File: config.mk
export PLATFORM = sky130hd
export DESIGN_NAME = ps2_command_decoder
export DESIGN_NICKNAME = d
export VERILOG_FILES = /design/src/rtl/ps2_command_decoder.sv
export SDC_FILE = /design/constraint.sdc
export NUM_CORES = 1
export LEC_CHECK = 0
export ABC_AREA = 1
export CAP_MARGIN = 20
export CORE_UTILIZATION = 65
export CTS_CLUSTER_DIAMETER = 40
export CTS_CLUSTER_SIZE = 16
export DETAILED_ROUTE_END_ITERATION = 8
export DONT_BUFFER_PORTS = 1
export GPL_TIMING_DRIVEN = 1
export MAX_ROUTING_LAYER = met4
export PLACE_DENSITY = 0.81
export SLEW_MARGIN = 15
export SYNTH_ARGS = -nofsm -noshare
export SYNTH_HDL_FRONTEND = slang
export SYNTH_SLANG_ARGS = --single-unit
File: constraint.sdc
create_clock -name clk -period 2.55 [get_ports clk]
set_input_delay 0.255 -clock clk [delete_from_list [all_inputs] [get_ports clk]]
set_output_delay 0.255 -clock clk [all_outputs]
set_load 0.03 [all_outputs]
File: src/rtl/ps2_command_decoder.sv
// PS/2 keyboard front end.
// It receives PS/2 frames and decodes make, break and extended prefixes.
// It keeps a mask of held command keys and drives a priority one-hot command bus.
//
// Handshake: code_valid is a one-cycle strobe. It qualifies scan_code and has no backpressure.
// frame_err is a one-cycle strobe. The two strobes are never high in the same cycle.
module ps2_command_decoder #(
  parameter int unsigned TIMEOUT_CYCLES = 100000,
  parameter logic [7:0]  KEY_ATTACK     = 8'h1C,
  parameter logic [7:0]  KEY_BLOCK      = 8'h23,
  parameter logic [7:0]  KEY_SPECIAL    = 8'h1B,
  parameter logic [7:0]  KEY_START      = 8'h29
) (
  input  logic       clk,
  input  logic       reset,
  input  logic       ps2_clk,
  input  logic       ps2_data,
  output logic [3:0] keyboard_input,
  output logic [7:0] scan_code,
  output logic       code_valid,
  output logic       frame_err
);

  localparam int unsigned TW = (TIMEOUT_CYCLES > 2) ? $clog2(TIMEOUT_CYCLES) : 1;
  localparam logic [TW-1:0] TMO_LAST = TW'(TIMEOUT_CYCLES - 1);

  typedef enum logic [1:0] {
    S_IDLE   = 2'd0,
    S_DATA   = 2'd1,
    S_PARITY = 2'd2,
    S_STOP   = 2'd3
  } state_t;

  state_t        state_q, state_d;
  logic [2:0]    bit_cnt_q, bit_cnt_d;
  logic [7:0]    shift_q, shift_d;
  logic          parity_q, parity_d;
  logic [TW-1:0] tmo_q, tmo_d;
  logic [7:0]    scan_code_q, scan_code_d;
  logic          code_valid_q, code_valid_d;
  logic          frame_err_q, frame_err_d;
  logic [3:0]    mask_q, mask_d;
  logic          brk_q, brk_d;
  logic          ext_q, ext_d;
  logic [3:0]    kb_q, kb_d;

  // Synchroniser chain. The extra ps2_clk stage gives the previous value used for edge detection.
  logic ps2c_s1_q, ps2c_s2_q, ps2c_prev_q;
  logic ps2d_s1_q, ps2d_s2_q;
  logic fall;

  // Synchronise both PS/2 pins. Reset values match the idle-high bus, so no false edge is seen after reset.
  always_ff @(posedge clk) begin
    if (reset) begin
      ps2c_s1_q   <= 1'b1;
      ps2c_s2_q   <= 1'b1;
      ps2c_prev_q <= 1'b1;
      ps2d_s1_q   <= 1'b1;
      ps2d_s2_q   <= 1'b1;
    end else begin
      ps2c_s1_q   <= ps2_clk;
      ps2c_s2_q   <= ps2c_s1_q;
      ps2c_prev_q <= ps2c_s2_q;
      ps2d_s1_q   <= ps2_data;
      ps2d_s2_q   <= ps2d_s1_q;
    end
  end

  assign fall = ps2c_prev_q & ~ps2c_s2_q;

  // State register for the frame FSM, the key mask and the registered outputs.
  always_ff @(posedge clk) begin
    if (reset) begin
      state_q      <= S_IDLE;
      bit_cnt_q    <= '0;
      shift_q      <= '0;
      parity_q     <= 1'b0;
      tmo_q        <= '0;
      scan_code_q  <= '0;
      code_valid_q <= 1'b0;
      frame_err_q  <= 1'b0;
      mask_q       <= '0;
      brk_q        <= 1'b0;
      ext_q        <= 1'b0;
      kb_q         <= '0;
    end else begin
      state_q      <= state_d;
      bit_cnt_q    <= bit_cnt_d;
      shift_q      <= shift_d;
      parity_q     <= parity_d;
      tmo_q        <= tmo_d;
      scan_code_q  <= scan_code_d;
      code_valid_q <= code_valid_d;
      frame_err_q  <= frame_err_d;
      mask_q       <= mask_d;
      brk_q        <= brk_d;
      ext_q        <= ext_d;
      kb_q         <= kb_d;
    end
  end

  // Next state: frame reception, timeout supervision and make/break decoding.
  always_comb begin
    state_d      = state_q;
    bit_cnt_d    = bit_cnt_q;
    shift_d      = shift_q;
    parity_d     = parity_q;
    tmo_d        = tmo_q;
    scan_code_d  = scan_code_q;
    code_valid_d = 1'b0;
    frame_err_d  = 1'b0;
    mask_d       = mask_q;
    brk_d        = brk_q;
    ext_d        = ext_q;

    // The timeout counter only runs while a frame is in progress.
    // It restarts on every PS/2 edge.
    if (state_q == S_IDLE || fall) begin
      tmo_d = '0;
    end else if (tmo_q == TMO_LAST) begin
      tmo_d       = '0;
      state_d     = S_IDLE;
      frame_err_d = 1'b1;
      brk_d       = 1'b0;
      ext_d       = 1'b0;
    end else begin
      tmo_d = tmo_q + TW'(1);
    end

    if (fall) begin
      unique case (state_q)
        S_IDLE: begin
          if (!ps2d_s2_q) begin
            bit_cnt_d = '0;
            state_d   = S_DATA;
          end
        end
        S_DATA: begin
          shift_d   = {ps2d_s2_q, shift_q[7:1]};
          bit_cnt_d = bit_cnt_q + 3'd1;
          if (bit_cnt_q == 3'd7) state_d = S_PARITY;
        end
        S_PARITY: begin
          parity_d = ps2d_s2_q;
          state_d  = S_STOP;
        end
        S_STOP: begin
          state_d = S_IDLE;
          if (ps2d_s2_q && ((^shift_q) ^ parity_q)) begin
            scan_code_d  = shift_q;
            code_valid_d = 1'b1;
            if (shift_q == 8'hE0) begin
              ext_d = 1'b1;
            end else if (shift_q == 8'hF0) begin
              brk_d = 1'b1;
            end else begin
              // Extended codes are not mapped to any command. They only consume the pending flags.
              if (!ext_q) begin
                if (shift_q == KEY_ATTACK)  mask_d[0] = ~brk_q;
                if (shift_q == KEY_BLOCK)   mask_d[1] = ~brk_q;
                if (shift_q == KEY_SPECIAL) mask_d[2] = ~brk_q;
                if (shift_q == KEY_START)   mask_d[3] = ~brk_q;
              end
              brk_d = 1'b0;
              ext_d = 1'b0;
            end
          end else begin
            frame_err_d = 1'b1;
            brk_d       = 1'b0;
            ext_d       = 1'b0;
          end
        end
        default: state_d = S_IDLE;
      endcase
    end
  end

  // Priority one-hot of the held mask: attack > block > special > start.
  always_comb begin
    kb_d = 4'b0000;
    if (mask_q[0])      kb_d = 4'b0001;
    else if (mask_q[1]) kb_d = 4'b0010;
    else if (mask_q[2]) kb_d = 4'b0100;
    else if (mask_q[3]) kb_d = 4'b1000;
  end

  assign keyboard_input = kb_q;
  assign scan_code      = scan_code_q;
  assign code_valid     = code_valid_q;
  assign frame_err      = frame_err_q;

endmodule

==> results.sh <==
export IMPL_antenna_found_initial=0
export IMPL_crit_slowest_cell="dfxtp_1"
export IMPL_num_vias=2036
export IMPL_start_util_pct=69.75
export IMPL_period_needed_ns=1.930
export IMPL_p_per_area_nw_per_um2=492.2
export IMPL_rsz0062_at_grt="no"
export IMPL_place_ws_ns=0.6406
export IMPL_wl_per_cell_um=11.59
export IMPL_nets=370
export IMPL_slew_headroom_pct=73.72
export IMPL_cap_violations=0
export IMPL_r2r_end="scan_code[7]$_SDFFE_PP0P_"
export IMPL_grt_overflow_total=0
export IMPL_fin_hold_ws_ns=0.02551
export IMPL_cp_max_fo=17
export IMPL_synthDistinctLibCells=33
export IMPL_drcViolationCount=0
export IMPL_hold_path_depth=1
export IMPL_netlist_top_cells_area="dfxtp_1 43%, nand2_1 9.6%, nor2_1 7.6%"
export IMPL_fp_coreArea_um2=3744
export IMPL_path_class="reg -> reg"
export IMPL_crit_chain="inv_1 -> ha_1 -> or2_1 -> nand2_1 -> nand2_1 -> nand2_1 -> nand2_2 -> nand2_4 -> nand3_4 -> nor2_1 -> nor2_1"
export IMPL_wl_um=4611
export IMPL_r2r_start="shift_q[0]$_SDFFE_PP0P_"
export IMPL_crit_family="simple AND/OR/NAND/NOR gates"
export IMPL_drtAntennaViolNets=0
export IMPL_dp_hpwl_um=3275
export IMPL_synth_largest_area_cell="dfxtp_1"
export IMPL_path_common_cell="nand2_1"
export IMPL_synthCells=350
export IMPL_hold_viol=0
export IMPL_fillCellCount=316
export IMPL_cts_sinks=56
export IMPL_grt_max_degree=24
export IMPL_hp_start="reset"
export IMPL_final_setup_tns_ns=0
export IMPL_yosysSeqAreaShare_pct=42.93
export IMPL_ys_warn_count=0
export IMPL_clock_latency_ns=0.30
export IMPL_dieArea_um2=4275
export IMPL_drt_vias_per_instance=5.116
export IMPL_synth_seq_cells=56
export IMPL_hold_class="in -> reg"
export IMPL_worst_path_stages=11
export IMPL_die_w_um=65.38
export IMPL_status="finished, final reports clean"
export IMPL_finalSetupViolCount=0
export IMPL_io_pins=18
export IMPL_drtIter0Drc=105
export IMPL_clk_pin_slew_ns=0.09
export IMPL_maxSlewViolCount=0
export IMPL_cts_buffers=5
export IMPL_leakage_nw=1.133
export IMPL_rrSetupSlack_ns=0.62
export IMPL_worst_path_buf_inv=1
export IMPL_dr_pass1_iters=4
export IMPL_holdPathEnd="shift_q[7]$_SDFFE_PP0P_"
export IMPL_cp_arrival_ns=2.13
export IMPL_critPathRequiredTime_ns=2.75
export IMPL_grt_pass1_wl_um=8024
export IMPL_avgSynthCellArea_um2=7.461
export IMPL_worst_pin_slew_ns=0.3937
export IMPL_max_freq_mhz=518.1
export IMPL_fin_crit_sh_pct=75.69
export IMPL_syn2layout_area_growth_pct=4.217
export IMPL_setup_ws_ns=0.6200
export IMPL_die_h_um=65.38
export IMPL_port_buffers=0
export IMPL_htree_levels=2
export IMPL_ir_drop_mv=0.4410
export IMPL_total_power_mw=1.339
export IMPL_gp_congestion=0.8793
export IMPL_fin_skew_ns=0.002613
export IMPL_crit_path_max_incr_delay_ns=0.42
export IMPL_track_usage_pct=25.33
export IMPL_critPathLaunchType="flip-flop"
export IMPL_cp_end_kind="flip-flop"
export IMPL_grt_pass1_vias=1903
export IMPL_synth_fp_nets=368
export IMPL_cts_buffer_depth=2
export IMPL_cts_root_buffer="clkbuf_8"
export IMPL_syn_cell_area_um2=2611
export IMPL_drive_gt1_share_pct=9.143
export IMPL_cts_tree="built"
export IMPL_rr_worst_depth=11
export IMPL_diodes=0
export IMPL_synth_top_area_share_pct=42.93
export IMPL_rows=22
## per-layer routing
metal | wire length (um) | global-route usage [%] | vias to the layer above
met5 | 0 | - | -
met4 | 87 | 10.87 | 0
met3 | 203 | 6.250 | 7
met2 | 2014 | 39.82 | 40
met1 | 2305 | 30.84 | 894
li1 | - | - | 1095
## area by class of cell
class / instances / area, um^2 / area share, %
inverters: 48 / 180.2 / 6.621
well taps: 48 / 60.06 / 2.207
flip-flops and latches: 56 / 1121 / 41.20
repair buffers: 3 / 25.02 / 0.9195
clock buffers: 5 / 68.82 / 2.529
multi-input cells: 238 / 1266 / 46.53
## registers in the layout, indices dropped and copies added, names as in the netlist
name	count
tmo_q	17
scan_code	8
shift_q	8
keyboard_input	4
mask_q	4
bit_cnt_q	3
state_q	2
brk_q	1
code_valid	1
ext_q	1
frame_err	1
parity_q	1
ps2c_prev_q	1
ps2c_s1_q	1
ps2c_s2_q	1
ps2d_s1_q	1
ps2d_s2_q	1
## power by group
| group | total (mW) | switching, mW | internal [mW] |
|---|---|---|---|
| Combinational | 0.0271 | 0.0182 | 0.00894 |
| Clock | 0.431 | 0.253 | 0.178 |
| Sequential | 0.881 | 0.00349 | 0.878 |
| Total | 1.34 | 0.275 | 1.06 |
## placed cells by master (no fill, tap or decap), drive strengths merged
master | synthesis | layout
a31oi | 2 | 2
a21o | 1 | 1
nand2 | 72 | 72
dfxtp | 56 | 56
o21ai | 13 | 13
nor3 | 6 | 6
nand4 | 5 | 5
clkbuf | 2 | 5
nor2 | 60 | 60
a21oi | 20 | 20
inv | 48 | 48
a211oi | 1 | 1
ha | 14 | 14
nor4 | 1 | 1
a22oi | 1 | 1
nor3b | 5 | 5
or2 | 8 | 8
xnor2 | 3 | 3
nand3 | 21 | 21
nand3b | 2 | 2
xor2 | 3 | 3
buf | 6 | 2
dlygate4sd3 | 0 | 1
## metrics by stage
| stage | cell area [um^2] | cells | utilization (%) |
|---|---|---|---|
| 6_report | 2721 | 398 | 72.69 |
| 5_1_grt | 2721 | 398 | 72.69 |
| 4_1_cts | 2711 | 397 | 72.43 |
| 3_5_place_dp | 2643 | 392 | 70.59 |
| 3_3_place_gp | 2643 | 392 | 70.59 |
| 2_1_floorplan | 2611 | 350 | - |
## what timing repair did
| item | in CTS | in global routing |
|---|---|---|
| buffers inserted | 0 | 0 |
| hold buffers | 0 | 1 |
| hold endpoints to repair | 0 | 6 |
| gates resized for setup | 0 | 0 |
## cell families (layout without fill, tap and decap cells)
logic type,after synthesis,count (layout),synth area share (%)
simple gates,180,180,32.10
flops,56,56,42.93
buf+inv,56,56,8.577
compound gates,38,38,7.667
fa+ha+maj,14,14,6.708
xor+xnor,6,6,2.013
## Yosys cell counts, drive strengths merged
cell type and number:
nand3b 2, dfxtp 56, a211oi 1, nand3 21
ha 14, nand2 72, xor2 3, nor3 6
buf 6, clkbuf 2, a22oi 1, a21oi 20
a21o 1, xnor2 3, nand4 5, inv 48
nor2 60, o21ai 13, or2 8, nor4 1
a31oi 2, nor3b 5
## how the worst max path moves through the flow
stage / start / to / slack, ns
after floorplan: shift_q[2]$_SDFFE_PP0P_ / scan_code[6]$_SDFFE_PP0P_ / 0.80
after global placement: shift_q[2]$_SDFFE_PP0P_ / scan_code[3]$_SDFFE_PP0P_ / 0.71
after detailed placement: shift_q[0]$_SDFFE_PP0P_ / scan_code[7]$_SDFFE_PP0P_ / 0.64
after CTS: shift_q[0]$_SDFFE_PP0P_ / scan_code[7]$_SDFFE_PP0P_ / 0.63
after global routing: shift_q[3]$_SDFFE_PP0P_ / scan_code[7]$_SDFFE_PP0P_ / 0.48
final: shift_q[0]$_SDFFE_PP0P_ / scan_code[7]$_SDFFE_PP0P_ / 0.62
Power figures use the tool's default switching activity.
